$ cat src/rtl/timebase_counter_if.sv
// Interface bundle between the time-base block and its core-side neighbours
// (oscillator input, freeze controls, SPR write port, register/strobe outputs).
interface timebase_counter_if #(
    parameter int unsigned HALF_W = 32
);
    logic              oscTimer;
    logic              DBG_freezeTimers;
    logic              JTG_freezeTimers;
    logic              PCL_mtSPR;
    logic              PCL_sprHold;
    logic              tblDcd;
    logic              tbuDcd;
    logic [0:HALF_W-1] sprWrData;
    logic [0:HALF_W-1] tblL2;
    logic [0:HALF_W-1] tbuL2;
    logic              timerTic;
    logic              freezeTimersNEG;
    logic              segCarry;
    logic              tblCarry;

    modport master (
        output oscTimer, DBG_freezeTimers, JTG_freezeTimers, PCL_mtSPR, PCL_sprHold,
               tblDcd, tbuDcd, sprWrData,
        input  tblL2, tbuL2, timerTic, freezeTimersNEG, segCarry, tblCarry
    );

    modport slave (
        input  oscTimer, DBG_freezeTimers, JTG_freezeTimers, PCL_mtSPR, PCL_sprHold,
               tblDcd, tbuDcd, sprWrData,
        output tblL2, tbuL2, timerTic, freezeTimersNEG, segCarry, tblCarry
    );
endinterface

$ cat src/rtl/timebase_counter.sv
// Time-base register pair (TBL/TBU): tick derivation, split-segment increment,
// TBU carry, debug/JTAG freeze and mtSPR writes. Bit 0 is the MSB throughout.
module timebase_counter #(
    parameter int unsigned HALF_W    = 32,
    parameter int unsigned SEG_W     = 8,
    parameter bit          TICK_SYNC = 1'b1
) (
    input logic                CB,
    input logic                reset,
    timebase_counter_if.slave  bus
);
    localparam int unsigned UpW = HALF_W - SEG_W;
    localparam logic [0:SEG_W-1]  SegOne  = SEG_W'(1);
    localparam logic [0:UpW-1]    UpOne   = UpW'(1);
    localparam logic [0:HALF_W-1] HalfOne = HALF_W'(1);

    logic [0:HALF_W-1] tblQ, tblD;
    logic [0:HALF_W-1] tbuQ, tbuD;
    logic timerTic;
    logic freezeNeg;
    logic inc;
    logic wrTbl;
    logic wrTbu;
    logic segCarry;
    logic tblCarry;

    if (TICK_SYNC) begin : gSync
        logic sync1Q, sync2Q, prevQ;
        always_ff @(posedge CB) begin
            if (reset) begin
                sync1Q <= 1'b0;
                sync2Q <= 1'b0;
                prevQ  <= 1'b0;
            end else begin
                sync1Q <= bus.oscTimer;
                sync2Q <= sync1Q;
                prevQ  <= sync2Q;
            end
        end
        assign timerTic = sync2Q & ~prevQ;
    end else begin : gDirect
        assign timerTic = bus.oscTimer;
    end

    always_comb begin
        freezeNeg = ~(bus.DBG_freezeTimers | bus.JTG_freezeTimers);
        inc       = timerTic & freezeNeg;
        wrTbl     = bus.PCL_mtSPR & bus.tblDcd & ~bus.PCL_sprHold;
        wrTbu     = bus.PCL_mtSPR & bus.tbuDcd & ~bus.PCL_sprHold;
        segCarry  = (&tblQ[UpW:HALF_W-1]) & inc;
        tblCarry  = (&tblQ) & inc;

        tblD = tblQ;
        if (wrTbl) begin
            tblD = bus.sprWrData;
        end else if (inc) begin
            // Low segment counts every tick; upper part only on its carry.
            tblD[UpW:HALF_W-1] = tblQ[UpW:HALF_W-1] + SegOne;
            if (segCarry) begin
                tblD[0:UpW-1] = tblQ[0:UpW-1] + UpOne;
            end
        end

        tbuD = tbuQ;
        if (wrTbu) begin
            tbuD = bus.sprWrData;
        end else if (tblCarry && !wrTbl) begin
            tbuD = tbuQ + HalfOne;
        end
    end

    always_ff @(posedge CB) begin
        if (reset) begin
            tblQ <= '0;
            tbuQ <= '0;
        end else begin
            tblQ <= tblD;
            tbuQ <= tbuD;
        end
    end

    assign bus.tblL2           = tblQ;
    assign bus.tbuL2           = tbuQ;
    assign bus.timerTic        = timerTic;
    assign bus.freezeTimersNEG = freezeNeg;
    assign bus.segCarry        = segCarry;
    assign bus.tblCarry        = tblCarry;

    aDcdExclusive: assert property (@(posedge CB) disable iff (reset)
        !(bus.tblDcd && bus.tbuDcd));
endmodule

$ cat src/flat_wrapper.sv
// flat-port wrapper written by rule: the top's interface ports become plain ports
module timebase_counter_flat 
#(
    parameter int unsigned HALF_W    = 32,
    parameter int unsigned SEG_W     = 8,
    parameter bit          TICK_SYNC = 1'b1
)
  (CB, reset, bus_oscTimer, bus_DBG_freezeTimers, bus_JTG_freezeTimers, bus_PCL_mtSPR, bus_PCL_sprHold, bus_tblDcd, bus_tbuDcd, bus_sprWrData, bus_tblL2, bus_tbuL2, bus_timerTic, bus_freezeTimersNEG, bus_segCarry, bus_tblCarry);
  timebase_counter_if #(.HALF_W(HALF_W)) bus_i ();
  input logic CB;
  input logic reset;
  input wire logic [$bits(bus_i.oscTimer)-1:0] bus_oscTimer;
  input wire logic [$bits(bus_i.DBG_freezeTimers)-1:0] bus_DBG_freezeTimers;
  input wire logic [$bits(bus_i.JTG_freezeTimers)-1:0] bus_JTG_freezeTimers;
  input wire logic [$bits(bus_i.PCL_mtSPR)-1:0] bus_PCL_mtSPR;
  input wire logic [$bits(bus_i.PCL_sprHold)-1:0] bus_PCL_sprHold;
  input wire logic [$bits(bus_i.tblDcd)-1:0] bus_tblDcd;
  input wire logic [$bits(bus_i.tbuDcd)-1:0] bus_tbuDcd;
  input wire logic [$bits(bus_i.sprWrData)-1:0] bus_sprWrData;
  output wire logic [$bits(bus_i.tblL2)-1:0] bus_tblL2;
  output wire logic [$bits(bus_i.tbuL2)-1:0] bus_tbuL2;
  output wire logic [$bits(bus_i.timerTic)-1:0] bus_timerTic;
  output wire logic [$bits(bus_i.freezeTimersNEG)-1:0] bus_freezeTimersNEG;
  output wire logic [$bits(bus_i.segCarry)-1:0] bus_segCarry;
  output wire logic [$bits(bus_i.tblCarry)-1:0] bus_tblCarry;
  assign bus_i.oscTimer = bus_oscTimer;
  assign bus_i.DBG_freezeTimers = bus_DBG_freezeTimers;
  assign bus_i.JTG_freezeTimers = bus_JTG_freezeTimers;
  assign bus_i.PCL_mtSPR = bus_PCL_mtSPR;
  assign bus_i.PCL_sprHold = bus_PCL_sprHold;
  assign bus_i.tblDcd = bus_tblDcd;
  assign bus_i.tbuDcd = bus_tbuDcd;
  assign bus_i.sprWrData = bus_sprWrData;
  assign bus_tblL2 = bus_i.tblL2;
  assign bus_tbuL2 = bus_i.tbuL2;
  assign bus_timerTic = bus_i.timerTic;
  assign bus_freezeTimersNEG = bus_i.freezeTimersNEG;
  assign bus_segCarry = bus_i.segCarry;
  assign bus_tblCarry = bus_i.tblCarry;
  timebase_counter #(.HALF_W(HALF_W), .SEG_W(SEG_W), .TICK_SYNC(TICK_SYNC)) u_core (.CB(CB), .reset(reset), .bus(bus_i));
endmodule
$ cat config.mk
export PLATFORM = sky130hd
export DESIGN_NAME = timebase_counter_flat
export DESIGN_NICKNAME = d
export VERILOG_FILES = /design/src/rtl/timebase_counter_if.sv /design/src/rtl/timebase_counter.sv /design/src/flat_wrapper.sv
export SDC_FILE = /design/constraint.sdc
export NUM_CORES = 1
export LEC_CHECK = 0
export CORE_MARGIN = 4
export CORE_UTILIZATION = 52
export DETAILED_ROUTE_END_ITERATION = 8
export PLACE_DENSITY = 0.87
export SYNTH_ARGS = -nofsm -noshare
export SYNTH_HDL_FRONTEND = slang
export SYNTH_SLANG_ARGS = --single-unit
$ cat constraint.sdc
create_clock -name CB -period 4.4 [get_ports CB]
set_clock_uncertainty 0.2 [all_clocks]
set_input_delay 0.88 -clock CB [delete_from_list [all_inputs] [get_ports CB]]
set_output_delay 0.88 -clock CB [all_outputs]
set_load 0.05 [all_outputs]
==> results of run 1 <==
## cell type report
cell class / instances / area [µm²] / area share
multi-input cells: 372 / 2280 / 0.447
flip-flops and latches: 67 / 1340 / 0.262
repair buffers: 114 / 1130 / 0.221
clock buffers: 11 / 131 / 0.0257
well taps: 96 / 120 / 0.0235
clock inverters: 5 / 77.6 / 0.0152
inverters: 8 / 30.0 / 0.00587
## stage by stage
step / utilization / power, W / hold WS, ps / instance area (µm²) / cells
2_1_floorplan: - / 0.000839 / 214 / 3760 / 474
3_3_place_gp: 0.710 / 0.000957 / 219 / 4900 / 657
3_5_place_dp: 0.710 / 0.000961 / 224 / 4900 / 657
4_1_cts: 0.740 / 0.00151 / 241 / 5110 / 673
5_1_grt: 0.740 / 0.00155 / 255 / 5110 / 673
6_report: 0.740 / 0.00151 / 242 / 5110 / 673
## sequential cells by signal, indices dropped and copies added (netlist names)
name                 count
u_core.bus.tblL2        32
u_core.bus.tbuL2        32
u_core.gSync.prevQ       1
u_core.gSync.sync1Q      1
u_core.gSync.sync2Q      1
## power breakdown
part,internal [W],total (W),switching [W],leakage (nW)
logic,0.000108,0.000278,0.000171,1.02
registers,0.000635,0.000672,0.0000374,0.547
clock network,0.000318,0.000558,0.000240,0.103
## worst max-delay path: cells and delay by family
family	cells	cell delay, ps
buffers and inverters	3	830
and+or+nand+nor	4	990
## cell usage after synthesis (2+ instances only)
cell,instances,area share
nand3_1,15,0.020
inv_1,7,0.0070
nor4_1,5,0.0083
and2_1,7,0.012
nand4b_1,2,0.0047
nand4_1,19,0.032
or4_1,3,0.0060
a311oi_1,5,0.012
nand2_1,39,0.039
xnor2_1,24,0.056
nor3_1,13,0.017
nor2_1,71,0.071
xor2_1,18,0.042
nor2b_1,11,0.018
dfxtp_1,67,0.36
a211oi_1,40,0.080
nor4_4,2,0.011
or3_1,10,0.017
and4_1,4,0.0093
ha_1,3,0.010
and3_1,12,0.020
a21oi_1,23,0.031
buf_2,3,0.0040
nor4_2,3,0.010
o21ai_0,19,0.025
or2_2,2,0.0033
a31oi_1,8,0.013
clkbuf_1,24,0.024
## per-layer routing
metal	GRT usage	share of wire	up-vias
met1	0.362	0.42	1920
met2	0.431	0.46	236
met5	0	0	-
li1	-	-	1915
met4	0.116	0.029	0
met3	0.0451	0.086	37
## path summary, 6_finish.rpt
| kind | depth (start not counted) | end | slack (ps) | start |
|---|---|---|---|---|
| setup / recovery | 7 | bus_tblCarry | 610 | bus_JTG_freezeTimers |
| hold / removal | 1 | u_core.gSync.sync2Q$_SDFF_PP0_ | 240 | u_core.gSync.sync1Q$_SDFF_PP0_ |
| setup reg to reg | 6 | u_core.bus.tbuL2[10]$_SDFFE_PP0P_ | 1390 | u_core.gSync.prevQ$_SDFF_PP0_ |
| hold reg to reg | 1 | u_core.gSync.sync2Q$_SDFF_PP0_ | 240 | u_core.gSync.sync1Q$_SDFF_PP0_ |
## cell families after synthesis
logic type               Yosys count
XOR/XNOR                          42
AND/OR/NAND/NOR                  226
buffers and inverters             35
flip-flops                        67
AO/OA/AOI/OAI                    100
multiplexers                       1
adder cells (fa/ha/maj)            3
==> metrics.cfg, run 1 <==
[cts]
cts_hold_buf=0
clk_latency_ps=350
path_clk_slew_ps=70
clock_sink_count=67
h-tree-depth=3
cts_root_buf=clkbuf_8
cts_buffer_depth=2
ctsResizeCount=0
cts_setup_buffers=0
cts_tree=done
cts_buffers=9

[timing]
rsz0062_at_grt=no
fin_tns_setup_ps=0
tightestPinTransition_ps=1100
period_minus_slack_ps=3790
slew_headroom=0.262
fin_crit_sh=0.862
setup_viol=0
fmax_ghz=0.264
setup_slack_ps=609
hold_violations=0
maxSlewViolCount=0

[logic_synthesis]
synth_edf_count=0
async_flop_share=0
syn-num-nets=518
synth-simple-area-share=0.324
synth_area_per_cell_um2=7.93
syn_area_mm2=0.00376
ys_ff_latch=67
postSynthCellCount=474
ys.flop_type=dfxtp_1
synthAdderAreaFrac=0.00999
synth_xor_area_frac=0.0979
yosysWarnings=0
yosys.cell_types.count=43
synth_mux_area_frac=0.00266
synth_top_family_by_area=simple AND/OR/NAND/NOR gates
ys_seq_area_frac=0.357
synth_compound_area_frac=0.173

[floorplanning]
io_pins=109
row_count=30
initial_core_util=0.544
die_w_um=93.0
die_area_mm2=0.00865
core-area_mm2=0.00691
chipHeight_um=93.0

[global_routing]
grt_pass1_wl_um=18700
gr-total-overflow=0
grt_pass1_vias=3826
track_usage=0.271
antenna_found_initial=0
grt_max_degree=65

[power]
ir_drop_mv=0.173
p_leak_nw=1.67
p_per_area_mw_per_mm2=295

[setup_path]
cp-end-kind=output port
required_ps=3320
cp_slowest_cell=nor4b_4
cp_max_fo=7
slowest_delay_ps=480
crit_path_start_kind=input pin
crit_path_cell_trace=clkdlybuf4s50_1 > nor4b_4 > nand4_4 > clkinv_1 > nand2_1 > nor2_1 > buf_12
arrival_ps=2710
crit_type=input pin to output port

[final_layout]
drive_above_1_share=0.0607
final_common_cell=clkdlybuf4s50_1
n_fill_cell=542
synthToLayoutAreaGrowth_pct=36.1
layout_common_cells=clkdlybuf4s50_1 (105), nor2_1 (71), dfxtp_1 (67), a211oi_1 (40), nand2_1 (38)
antenna_cells=0
nNetsFinal=616

[place]
dp_slack_ps=357
gp_congestion=0.907
numPortBuffers=108
hpwl_um=8560

[run]
drv_cap=0

[route]
routed_wl_um=11700
vias=4108
avgRoutedWirePerCell_um=17.5
via_per_inst=6.10
drtIter0Drc=256
first_pass_iters=5
detail-route-antenna-nets=0
drc=0

[worst_hold_path]
hold_class=flop to flop

[status]
status=finished, final reports clean

No activity file was read; power rests on OpenSTA's default activity.
==> run 2, diff against run 1 <==
- RECOVER_POWER: not set -> 100
==> run 2 against run 1 <==
The flow now finishes with violations (capacitance limit, slew limit). Via count decreased by 1.3%. Wire length down 0.38%. Clock-buffer cell count is the same. Non-clock buffer count is the same.
==> metrics.cfg, run 2 (same netlist as run 1, synthesis figures left out) <==
[route]
avgRoutedWirePerCell_um=17.4  ; -0.38%
detail-route-antenna-nets=0  ; unchanged
routed_wl_um=11700  ; -0.38%
drtIter0Drc=243  ; -5.1%
drc=0  ; unchanged
first_pass_iters=5  ; unchanged
via_per_inst=6.03  ; -1.3%
vias=4055  ; -1.3%

[power]
p_leak_nw=1.81  ; +8.7%
p_per_area_mw_per_mm2=297  ; +0.82%
ir_drop_mv=0.171  ; -1.4%

[setup_path]
worstSetupStartpoint=bus_JTG_freezeTimers
required_ps=3320  ; about the same
ff2ff_path_depth=6  ; unchanged
rr_endpoint=u_core.bus.tbuL2[10]$_SDFFE_PP0P_
cp_max_fo=7  ; unchanged
reg2reg_slack_ps=1200  ; -190 ps
arrival_ps=2980  ; +270 ps
reg2reg_from=u_core.gSync.prevQ$_SDFF_PP0_
cp-end-kind=output port
crit_type=input pin to output port
critical_path.endpoint=bus_segCarry
crit_path_start_kind=input pin

[global_routing]
grt_pass1_wl_um=18700  ; unchanged
grt_pass1_vias=3826  ; unchanged
grt_max_degree=65  ; unchanged
antenna_found_initial=0  ; unchanged
track_usage=0.271  ; unchanged
gr-total-overflow=0  ; unchanged

[status]
violations=capacitance limit, slew limit
status=finished with violations

[cts]
h-tree-depth=3  ; unchanged
cts_hold_buf=0  ; unchanged
path_clk_slew_ps=70  ; about the same
clock_sink_count=67  ; unchanged
cts_root_buf=clkbuf_8
cts_setup_buffers=0  ; unchanged
clk_latency_ps=350  ; about the same
cts_tree=done
cts_buffers=9  ; unchanged
ctsResizeCount=0  ; unchanged
cts_buffer_depth=2  ; unchanged

[floorplanning]
initial_core_util=0.544  ; unchanged
core-area_mm2=0.00691  ; unchanged
chipHeight_um=93.0  ; unchanged
io_pins=109  ; unchanged
die_area_mm2=0.00865  ; unchanged
die_w_um=93.0  ; unchanged
row_count=30  ; unchanged

[timing]
rsz0062_at_grt=no
fmax_ghz=0.247  ; -6.5%
slew_headroom=-0.293  ; -0.555
setup_slack_ps=345  ; -264 ps
tightestPinTransition_ps=1930  ; +831 ps
fin_crit_sh=0.922  ; +0.0600
fin_tns_setup_ps=0  ; unchanged
period_minus_slack_ps=4060  ; +264 ps
setup_viol=0  ; unchanged
hold-worst-slack_ps=242  ; +0.102 ps
maxSlewViolCount=106  ; +106
hold_violations=0  ; unchanged

[place]
placed_area_mm2=0.00490  ; unchanged
dp_slack_ps=357  ; unchanged
gp_congestion=0.907  ; unchanged
hpwl_um=8560  ; unchanged
numPortBuffers=108  ; unchanged

[final_layout]
fin_area_mm2=0.00503  ; -1.6%
drive_above_1_share=0.0399  ; -0.0208
layout_common_cells=nor2_1 (71), dlygate4sd3_1 (68), dfxtp_1 (67), a211oi_1 (40), nand2_1 (39)
synthToLayoutAreaGrowth_pct=33.9
antenna_cells=0  ; unchanged
nNetsFinal=616  ; unchanged
final_common_cell=nor2_1
post-route-util=0.728  ; -0.0120

[worst_hold_path]
hold_class=flop to flop
whs_path_depth=1  ; unchanged

[run]
drv_cap=2  ; +2

==> run 2: worst max-delay path, cell delays in order <==
cell and delay (ps):
dlygate4sd3_1 600, nor4b_4 440, nand4_1 320, clkinv_1 230
clkbuf_1 510
==> run 2: stage by stage <==
step,std cells,total power (W)
after global routing,673,0.00154
after detailed placement,657,0.000961
after global placement,657,0.000957
after CTS,673,0.00151
after floorplan,474,0.000839
final,673,0.00150
==> run 2: per-layer routing <==
layer,up-vias,wire (µm),global-route usage
met5,-,0,0
met3,34,957,0.0451
li1,1921,-,-
met1,1886,5030,0.362
met4,0,330,0.116
met2,214,5380,0.431
==> run 2: how the worst min path moves through the flow <==
stage | startpoint | end
finish | u_core.gSync.sync1Q$_SDFF_PP0_ | u_core.gSync.sync2Q$_SDFF_PP0_
detailed placement | u_core.gSync.sync1Q$_SDFF_PP0_ | u_core.gSync.sync2Q$_SDFF_PP0_
global placement | u_core.gSync.sync1Q$_SDFF_PP0_ | u_core.gSync.sync2Q$_SDFF_PP0_
CTS | u_core.gSync.sync1Q$_SDFF_PP0_ | u_core.gSync.sync2Q$_SDFF_PP0_
global route | u_core.gSync.sync1Q$_SDFF_PP0_ | u_core.gSync.sync2Q$_SDFF_PP0_
floorplan | u_core.gSync.sync1Q$_SDFF_PP0_ | u_core.gSync.sync2Q$_SDFF_PP0_
==> run 2: final cells by class <==
type                    count  area, µm²
repair buffers            114       1110
well taps                  96        120
inverters                   8       30.0
multi-input cells         372       2220
flip-flops and latches     67       1340
clock inverters             5       77.6
fillers                   563       1880
clock buffers              11        131
==> run 2: power breakdown <==
| part | switching, W | total, W | internal [W] | leakage, nW |
|---|---|---|---|---|
| registers | 0.0000359 | 0.000671 | 0.000635 | 0.547 |
| clock network | 0.000240 | 0.000558 | 0.000318 | 0.103 |
| logic | 0.000170 | 0.000268 | 0.0000980 | 1.16 |
| total | 0.000446 | 0.00150 | 0.00105 | 1.81 |
==> run 3, diff against run 2 <==
- ABC_CLOCK_PERIOD_IN_PS: not set -> 4400
- GPL_ROUTABILITY_DRIVEN: not set -> 0
==> run 3 against run 2 <==
The flow still finishes with violations (capacitance limit, slew limit). First-iteration DRC count rose by 18%. Via count rose by 1.6%. Non-clock buffer count did not move. Wire length rose by 0.48%. Critical endpoint unchanged. Highest routed layer unchanged.
==> metrics.cfg, run 3 (same netlist as run 1, synthesis figures left out) <==
[route]
vias=4119  ; +1.6%
first_pass_iters=5  ; unchanged
routed_wl_um=11800  ; +0.48%
avgRoutedWirePerCell_um=17.5  ; +0.48%
detail-route-antenna-nets=0  ; unchanged
drtIter0Drc=286  ; +18%
via_per_inst=6.12  ; +1.6%
drc=0  ; unchanged

[timing]
fmax_ghz=0.249  ; +0.80%
maxSlewViolCount=58  ; -45%
slew_headroom=-0.773  ; -0.480
hold_violations=0  ; unchanged
period_minus_slack_ps=4020  ; -32.1 ps
hold-worst-slack_ps=242  ; -0.450 ps
tightestPinTransition_ps=2660  ; +725 ps
fin_tns_setup_ps=0  ; unchanged
fin_crit_sh=0.914  ; -0.00728
setup_viol=0  ; unchanged
rsz0062_at_grt=no

[run]
drv_cap=1  ; -1

[global_routing]
track_usage=0.271  ; +0.000681
antenna_found_initial=0  ; unchanged
gr-total-overflow=0  ; unchanged
grt_pass1_wl_um=18700  ; +0.14%
grt_pass1_vias=3847  ; +0.55%
grt_max_degree=65  ; unchanged

[setup_path]
crit_path_start_kind=input pin
required_ps=3320  ; about the same
crit_type=input pin to output port
worstSetupStartpoint=bus_JTG_freezeTimers
arrival_ps=2940  ; -40 ps
cp_max_fo=7  ; unchanged
cp-end-kind=output port
ff2ff_path_depth=6  ; unchanged
reg2reg_from=u_core.gSync.prevQ$_SDFF_PP0_

[power]
p_leak_nw=1.80  ; -0.59%
ir_drop_mv=0.208  ; +22%
p_per_area_mw_per_mm2=288  ; -3.3%

[cts]
cts_hold_buf=0  ; unchanged
cts_buffers=9  ; unchanged
cts_setup_buffers=0  ; unchanged
cts_buffer_depth=2  ; unchanged
cts_root_buf=clkbuf_8
path_clk_slew_ps=70  ; about the same
clk_latency_ps=350  ; about the same
ctsResizeCount=0  ; unchanged
clock_sink_count=67  ; unchanged
cts_tree=done
h-tree-depth=3  ; unchanged

[floorplanning]
io_pins=109  ; unchanged
row_count=30  ; unchanged
core-area_mm2=0.00691  ; unchanged
die_w_um=93.0  ; unchanged
die_area_mm2=0.00865  ; unchanged
initial_core_util=0.544  ; unchanged
chipHeight_um=93.0  ; unchanged

[place]
hpwl_um=8640  ; +0.82%
numPortBuffers=108  ; unchanged
placed_area_mm2=0.00490  ; unchanged

[worst_hold_path]
whs_path_depth=1  ; unchanged
hold_start=u_core.gSync.sync1Q$_SDFF_PP0_
hold_class=flop to flop

[status]
status=finished with violations
violations=capacitance limit, slew limit

[final_layout]
drive_above_1_share=0.0381  ; -0.00173
final_common_cell=nor2_1
n_fill_cell=557  ; -1.1%
synthToLayoutAreaGrowth_pct=33.7
antenna_cells=0  ; unchanged
layout_common_cells=nor2_1 (71), dfxtp_1 (67), dlygate4sd3_1 (66), a211oi_1 (40), clkdlybuf4s50_1 (39)
nNetsFinal=616  ; unchanged
fin_area_mm2=0.00502  ; -0.15%

[run 3: per-stage QoR]
step / utilization / cells / total power (W) / worst slack (ps)
after floorplan: - / 474 / 0.000839 / 727
after global placement: 0.710 / 657 / 0.000956 / 452
after detailed placement: 0.710 / 657 / 0.000961 / 378
after CTS: 0.737 / 673 / 0.00146 / 573
after global routing: 0.727 / 673 / 0.00150 / 318
final: 0.727 / 673 / 0.00145 / 377
[run 3: power breakdown]
group	switching, W	leakage, nW	internal, W
sequential	0.0000368	0.547	0.000635
combinational	0.000170	1.16	0.0000981
clock	0.000228	0.0947	0.000278
[run 3: area by class of cell]
type                       count  area, µm²  area share
multi-input combinational    372       2240       0.445
tap                           96        120      0.0239
timing repair buffer         114       1110       0.221
sequential                    67       1340       0.267
clock buffer                  14        153      0.0304
inverter                       8       30.0     0.00598
clock inverter                 2       35.0     0.00697
[run 3: worst max-delay path, cell delays in order]
cell and delay (ps):
clkdlybuf4s50_1 480, nor4b_4 450, nand4_1 370, clkinv_1 250
clkbuf_1 510
[run 3: path summary, 6_finish.rpt]
kind                                                          end  slack (ps)
worst max-delay path                                 bus_segCarry         380
worst min-delay path               u_core.gSync.sync2Q$_SDFF_PP0_         240
worst max register to register  u_core.bus.tbuL2[10]$_SDFFE_PP0P_        1160
worst min register to register     u_core.gSync.sync2Q$_SDFF_PP0_         240
[run 3: metal layers]
layer / up-vias / GRT usage / part of all wire
met3: 32 / 0.0595 / 0.091
met5: - / 0 / 0
met2: 236 / 0.421 / 0.46
li1: 1921 / - / -
met4: 0 / 0.115 / 0.031
met1: 1930 / 0.364 / 0.42
